--- src/rtl/i2s_receiver.sv ---
// I2S deserialiser: oversamples asynchronous BCLK/WCLK/DATA in the clk_in domain
// and presents complete stereo frames with a strobe, lock flag and slot error strobe.
module i2s_receiver #(
  parameter int BITS     = 16,
  parameter bit INV_BCLK = 1'b0
) (
  input  logic            clk_in,
  input  logic            reset,
  input  logic            I2S_BCLK,
  input  logic            I2S_WCLK,
  input  logic            I2S_DATA,
  output logic [BITS-1:0] ADC_Left,
  output logic [BITS-1:0] ADC_Right,
  output logic            sample_pulse,
  output logic            locked,
  output logic            frame_error
);

  typedef enum logic [1:0] {HUNT, LEFT, RIGHT} state_t;

  localparam logic [5:0] BITS_W = 6'(BITS);

  logic bclk_s1_q, bclk_s2_q, bclk_h_q;
  logic ws_s1_q, ws_s2_q, dat_s1_q, dat_s2_q;
  logic edge_d, edge_q, ws_e_q, dat_e_q;

  state_t          state_q, state_d;
  logic [5:0]      cnt_q, cnt_d;
  logic [BITS-1:0] shift_q, shift_d;
  logic            ws_prev_q, ws_prev_d;
  logic            have_prev_q, have_prev_d;
  logic [BITS-1:0] left_hold_q, left_hold_d;
  logic            left_ok_q, left_ok_d;
  logic [BITS-1:0] adc_l_q, adc_l_d, adc_r_q, adc_r_d;
  logic            locked_q, locked_d;
  logic            pulse_q, pulse_d;
  logic            ferr_q, ferr_d;
  logic            ws_change, slot_good;

  assign ADC_Left     = adc_l_q;
  assign ADC_Right    = adc_r_q;
  assign sample_pulse = pulse_q;
  assign locked       = locked_q;
  assign frame_error  = ferr_q;

  // The first edge after reset only seeds ws_prev, so a slot cut by reset never closes as a ws edge.
  assign ws_change = have_prev_q && (ws_e_q != ws_prev_q);
  assign slot_good = (cnt_q >= BITS_W) && (cnt_q <= 6'd32);

  always_comb begin
    edge_d      = INV_BCLK ? (!bclk_s2_q && bclk_h_q) : (bclk_s2_q && !bclk_h_q);
    state_d     = state_q;
    cnt_d       = cnt_q;
    shift_d     = shift_q;
    ws_prev_d   = ws_prev_q;
    have_prev_d = have_prev_q;
    left_hold_d = left_hold_q;
    left_ok_d   = left_ok_q;
    adc_l_d     = adc_l_q;
    adc_r_d     = adc_r_q;
    locked_d    = locked_q;
    pulse_d     = 1'b0;
    ferr_d      = 1'b0;
    if (edge_q) begin
      ws_prev_d   = ws_e_q;
      have_prev_d = 1'b1;
      if (!ws_change) begin
        if (cnt_q < BITS_W) shift_d = {shift_q[BITS-2:0], dat_e_q};
        if (cnt_q != 6'd63) cnt_d = cnt_q + 6'd1;
      end else begin
        cnt_d   = 6'd0;
        shift_d = '0;
        case (state_q)
          HUNT: begin
            left_ok_d = 1'b0;
            state_d   = ws_e_q ? RIGHT : LEFT;
          end
          LEFT: begin
            left_hold_d = shift_q;
            left_ok_d   = slot_good;
            if (!slot_good) begin
              ferr_d   = 1'b1;
              locked_d = 1'b0;
            end
            state_d = RIGHT;
          end
          default: begin
            // A right slot only produces output when the left slot before it was good.
            if (!slot_good) begin
              ferr_d   = 1'b1;
              locked_d = 1'b0;
            end else if (left_ok_q) begin
              adc_l_d  = left_hold_q;
              adc_r_d  = shift_q;
              pulse_d  = 1'b1;
              locked_d = 1'b1;
            end
            left_ok_d = 1'b0;
            state_d   = LEFT;
          end
        endcase
      end
    end
  end

  always_ff @(posedge clk_in or posedge reset) begin
    if (reset) begin
      bclk_s1_q   <= 1'b0;
      bclk_s2_q   <= 1'b0;
      bclk_h_q    <= 1'b0;
      ws_s1_q     <= 1'b0;
      ws_s2_q     <= 1'b0;
      dat_s1_q    <= 1'b0;
      dat_s2_q    <= 1'b0;
      edge_q      <= 1'b0;
      ws_e_q      <= 1'b0;
      dat_e_q     <= 1'b0;
      state_q     <= HUNT;
      cnt_q       <= 6'd0;
      shift_q     <= '0;
      ws_prev_q   <= 1'b0;
      have_prev_q <= 1'b0;
      left_hold_q <= '0;
      left_ok_q   <= 1'b0;
      adc_l_q     <= '0;
      adc_r_q     <= '0;
      locked_q    <= 1'b0;
      pulse_q     <= 1'b0;
      ferr_q      <= 1'b0;
    end else begin
      bclk_s1_q   <= I2S_BCLK;
      bclk_s2_q   <= bclk_s1_q;
      bclk_h_q    <= bclk_s2_q;
      ws_s1_q     <= I2S_WCLK;
      ws_s2_q     <= ws_s1_q;
      dat_s1_q    <= I2S_DATA;
      dat_s2_q    <= dat_s1_q;
      // WCLK/DATA are captured alongside the edge so they match the pin values at the BCLK edge.
      edge_q      <= edge_d;
      ws_e_q      <= ws_s2_q;
      dat_e_q     <= dat_s2_q;
      state_q     <= state_d;
      cnt_q       <= cnt_d;
      shift_q     <= shift_d;
      ws_prev_q   <= ws_prev_d;
      have_prev_q <= have_prev_d;
      left_hold_q <= left_hold_d;
      left_ok_q   <= left_ok_d;
      adc_l_q     <= adc_l_d;
      adc_r_q     <= adc_r_d;
      locked_q    <= locked_d;
      pulse_q     <= pulse_d;
      ferr_q      <= ferr_d;
    end
  end

endmodule
--- config.mk ---
export PLATFORM = sky130hd
export DESIGN_NAME = i2s_receiver
export DESIGN_NICKNAME = d
export VERILOG_FILES = /design/src/rtl/i2s_receiver.sv
export SDC_FILE = /design/constraint.sdc
export NUM_CORES = 1
export LEC_CHECK = 0
export BUFFER_PORTS_ARGS = -buffer_cell sky130_fd_sc_hd__clkbuf_2
export CAP_MARGIN = 15
export CORE_MARGIN = 4
export CORE_UTILIZATION = 55
export CTS_BUF_LIST = sky130_fd_sc_hd__clkbuf_4
export DETAILED_ROUTE_END_ITERATION = 8
export PLACE_DENSITY = 0.86
export SETUP_SLACK_MARGIN = 0.4
export SLEW_MARGIN = 30
export SYNTH_ARGS = -nofsm -noshare
export SYNTH_HDL_FRONTEND = slang
export SYNTH_SLANG_ARGS = --single-unit
--- constraint.sdc ---
create_clock -name clk_in -period 4.35 [get_ports clk_in]
set_input_delay 0.435 -clock clk_in [delete_from_list [all_inputs] [get_ports clk_in]]
set_output_delay 0.435 -clock clk_in [all_outputs]
set_load 0.02 [all_outputs]
; ---- Word-level counts from Yosys, hierarchy flattened
; Cells that the tools add are included.
[totals]
mem_bits_rw = 0
in_bits = 5
elab_cells = 67
latchBits = 0
output_inout_bits = 35
ff_bits = 88
mem_count = 0
mem_bits_ro = 0
[classes]
n_shift = 0
order_cmp = 3
n_eq_ne = 5
add_sub_neg = 1
n_div = 0
n_mux = 20
n_reduce_logical = 14
mul = 0
bitwise_logic = 2
[ops]
columns = operator, count
row1 = 16-bit two-way mux, 2
row2 = 1-bit two-way mux, 13
row3 = 6-bit two-way mux, 2
row4 = 5-bit AND reduction, 2
row5 = "6-bit by 1-bit adder with 6-bit output, second input constant", 1
row6 = "6-bit by 5-bit greater-or-equal comparator with 1-bit output, second input constant", 1
row7 = "6-bit <= comparator, second input constant", 1
row8 = "6-bit by 5-bit < comparator with 1-bit output, second input constant", 1
row9 = "6-bit inequality test, second input constant", 1
row10 = 2-bit AND reduction, 3
row11 = "2-bit inequality test, second input constant", 2
row12 = 2-bit one-hot mux with 2 select lines, 1
row13 = 2-bit nonzero test, 2
row14 = 1-bit logical AND, 3
row15 = 3-bit AND reduction, 1
row16 = "2-bit by 1-bit equality test with 1-bit output, second input constant", 1
row17 = 2-bit logical NOT, 1
row18 = 2-bit two-way mux, 1
row19 = 1-bit inverter, 2
row20 = 1-bit one-hot mux with 2 select lines, 1
row21 = 2-bit OR reduction, 1
row22 = 1-bit logical NOT, 1
row23 = 1-bit inequality test, 1

; ---- Depth between registers and ports, before layout
[depth]
ltp_word = 6
ltp_mapped = 8
mapped_depth_nobuf = 6

; ---- Least setup slack after synthesis
; No wires, ideal clock.
[synth_timing]
kind = register to register
startpoint = reg cnt_q[0]
endpoint = reg adc_l_q[10], in the netlist ADC_Left[10]
setup_ps = 125
arrival_ps = 1978
n_path_buf = 2
stages_incl_launch_ff = 9
path_slack_ps = 2247
cell_sequence = dfrtp_1 inv_1 ha_1 or4b_1 o21ai_2 and4_4 buf_12 buf_12 mux2_4
[synth_via]
elab_chain_len = 3
word_cells_on_any_way = 4
[synth_lines]
columns = item, line
row1 = from (decl), 28  ; logic [5:0] cnt_q, cnt_d;
row2 = from (signal assigned), 143  ; cnt_q <= cnt_d;
row3 = 6-bit by 5-bit greater-or-equal comparator with 1-bit output / 6-bit <= comparator (equally long branches), 48  ; assign slot_good = (cnt_q >= BITS_W) && (cnt_q <= 6'd32);
row4 = 1-bit logical AND *, 48
row5 = 5-bit AND reduction (no line) *, n/a
row6 = to (signal assigned), 149  ; adc_l_q <= adc_l_d;
row7 = to (decl), 34  ; logic [BITS-1:0] adc_l_q, adc_l_d, adc_r_q, adc_r_d;
; Mark *: on every way between the ends. The rest lies on a longest branch, timed or not.
; A chain may end at the register's enable or synchronous reset.

; ---- Worst setup path in the final report
[layout_timing]
startpoint = reg cnt_q[0]
endpoint = reg adc_r_q[13], in the netlist ADC_Right[13]
[layout_via]
elab_chain_len = 3
word_cells_on_any_way = 4
[layout_lines]
columns = item, line
row1 = 6-bit by 5-bit greater-or-equal comparator with 1-bit output / 6-bit <= comparator (equally long branches), 48
row2 = 1-bit logical AND *, 48
row3 = 5-bit AND reduction (no line) *, n/a
row4 = to (signal assigned), 150  ; adc_r_q <= adc_r_d;
row5 = to (decl), 34
; Marks and branches as above.

==> results.json <==
{
  "run_status": "complete, no violations",
  "die_h_um": 87.20,
  "tightest_slew_ps": 820.6,
  "fmax_mhz": 403.0,
  "rsz0062_at_grt": "false",
  "drt_first_iter_violations": 120,
  "dieArea_mm2": 0.007603,
  "synth_cells": 216,
  "cts-resized-gates": 0,
  "post_drt_wl_per_cell_um": 16.46,
  "clockBufferDepth": 2,
  "grt_antenna_before_repair": 0,
  "skew_ps": 11.09,
  "syn_to_final_growth_pct": 10.56,
  "crit_arrival_ps": 2790,
  "clkSinkCount": 88,
  "track_usage_pct": 16.35,
  "wl_met1_mm": 2.677,
  "postCtsHoldBufs": 0,
  "cts_made_buffers": 9,
  "fin_crit_ps": 2481,
  "synthDistinctLibCells": 35,
  "drtPass1Iterations": 4,
  "die_w_um": 87.20,
  "vdd_drop_max_uv": 217.6,
  "finalCritPeriodShare_pct": 57.04,
  "drv_cap": 0,
  "finalNetCount": 265,
  "grt_start_max_net_pins": 51,
  "synth_nets": 223,
  "synth_area_mm2": 0.003450,
  "tritoncts": "done",
  "vias": 1868,
  "cp.required_ps": 4660,
  "min_path_type": "in -> async",
  "grt_overflow": 0,
  "finalMaxSlewViolations": 0,
  "clk_pin_slew_ps": 130,
  "power_density_mw_per_mm2": 398.4,
  "ant_nets": 0,
  "critPathMaxFanout": 34,
  "ff2ff_setup_slack_ps": 1870,
  "slew_headroom_pct": 45.23,
  "synth_top_area_cell": "dfrtp_1",
  "wl_met3_um": 266,
  "synth_ff_type": "dfrtp_1",
  "cts_root_buffer": "clkbuf_4",
  "end_kind": "register",
  "synth.area.top_cells": "dfrtp_1 (64%), mux2_4 (12%), mux2_2 (6.9%)",
  "synth.avg_cell_area_um2": 15.97,
  "p_leak_nw": 1.934,
  "post-cts-setup-buffers": 0,
  "ios": 40,
  "gp_congestion": 0.7810,
  "r2r.worst_path.cells": 6,
  "start_util_pct": 57.58,
  "hpwl_mm": 3.635,
  "core_mm2": 0.005991,
  "start_kind": "register",
  "critPathKind": "reg -> reg",
  "grt_pass1_wl_mm": 9.259,
  "yosysMostFrequentCell": "dfrtp_1",
  "synth_common_cells": "dfrtp_1 (88), mux2_4 (28), mux2_2 (21)",
  "wl_met2_mm": 2.464,
  "dp_cells": 322,
  "fin_cells": 338,
  "ys_seq_area_share_pct": 63.84,
  "drc": 0,
  "row_count": 28,
  "synth_seq_cells": 88,
  "highest_layer": "met4",
  "routed_wl_mm": 5.563,
  "synth_top_area_share_pct": 63.84,
  "totalNegativeSetupSlack_ps": 0,
  "layout-drive-gt1-share_pct": 43.73,
  "finalHoldViolations": 0,
  "grt_pass1_vias": 1867,
  "finalSetupViolations": 0,
  "timing.rr.end": "ADC_Right[13]",
  "routed_via_density": 5.527,
  "r2r_start": "cnt_q[0]",
  "synthArstFlopShare_pct": 100.0,
  "diodes": 0,
  "synth-edff-count": 0,
  "cts_max_level": 3,
  "numPortBuffers": 39,
  "insertion_delay_ps": 410,
  "yosys_warnings": 0
}
==> cells by family (layout without fill, tap and decap cells) <==
family	Yosys count	after routing	synth area share, %
AO/OA/AOI/OAI	30	30	7.037
XOR/XNOR	1	1	0.2539
adder cells (fa/ha/maj)	2	2	0.7253
buffers and inverters	15	62	3.736
flip-flops	88	88	63.84
multiplexers	50	50	19.33
AND/OR/NAND/NOR	30	30	5.078
==> cells in the final DEF (no fill, tap or decap), drive strengths merged <==
| cell | synthesis | routed |
|---|---|---|
| nand2 | 4 | 4 |
| and3 | 2 | 2 |
| o311a | 1 | 1 |
| buf | 5 | 2 |
| nor3 | 2 | 2 |
| nand2b | 1 | 1 |
| or4b | 1 | 1 |
| mux2 | 49 | 49 |
| clkinv | 0 | 2 |
| or2 | 2 | 2 |
| o21ai | 5 | 5 |
| nand4 | 2 | 2 |
| o22a | 1 | 1 |
| a32o | 1 | 1 |
| and2 | 2 | 2 |
| bufinv | 0 | 2 |
| o31a | 1 | 1 |
| and4 | 2 | 2 |
| a21oi | 2 | 2 |
| clkinvlp | 0 | 1 |
| nor2b | 1 | 1 |
| mux2i | 1 | 1 |
| ha | 2 | 2 |
| dfrtp | 88 | 88 |
| a22o | 18 | 18 |
| nor2 | 8 | 8 |
| xor2 | 1 | 1 |
| a21o | 1 | 1 |
| clkbuf | 5 | 49 |
| nor3b | 1 | 1 |
| nand3 | 2 | 2 |
| inv | 5 | 6 |
==> layer usage <==
metal  vias to the layer above  global-route usage (%)
met2                        40                   22.36
met1                       953                   23.90
met5                         -                       0
met4                         0                   9.066
met3                        14                   4.163
li1                        861                       -
==> worst max path at each step <==
stage / depth (start not counted) / from / end / slack (ps)
final: 6 / cnt_q[0] / ADC_Right[13] / 1870
after global routing: 6 / cnt_q[0] / ADC_Right[15] / 1730
after CTS: 6 / cnt_q[0] / ADC_Right[13] / 1870
after floorplan: 1 / reset / ADC_Left[0] / 1640
after global placement: 6 / cnt_q[0] / ADC_Right[14] / 1940
after detailed placement: 6 / cnt_q[0] / ADC_Right[13] / 1870
==> critical path, cell delays in order, from the launching register on <==
cell	delay, ps
dfrtp_1	450
inv_1	80
ha_1	130
or4b_1	450
o21ai_2	200
and4_4	680
mux2_2	410
==> cell type report <==
cell class	instances	area [um^2]
tap	75	93.84
timing repair buffer	41	210.2
clock inverter	6	90.09
sequential	88	2202
clock buffer	10	75.07
inverter	5	20.02
multi-input combinational	113	1122
fill	433	2177
==> flip-flops by register name (all words and copies together), names as in the netlist, 2 cells and up <==
signal	count
state_q	2
shift_q	16
left_hold_q	16
ADC_Left	16
ADC_Right	16
cnt_q	6
==> through the flow <==
step	hold WS (ps)	worst slack [ps]	util, %	total power, mW	cell area, um^2
after global routing	64.70	1733	63.66	1.596	3814
final	115.3	1869	63.66	1.520	3814
after floorplan	331.2	1636	-	0.9942	3450
after global placement	333.2	1944	60.84	1.015	3645
after detailed placement	337.9	1869	60.90	1.026	3649
after CTS	87.58	1872	63.66	1.534	3814
==> where the power goes <==
group / switching (mW) / internal [mW]
clock network: 0.268 / 0.243
logic: 0.0581 / 0.0497
registers: 0.0397 / 0.861
total: 0.366 / 1.15
(Power assumes the default switching activity.)
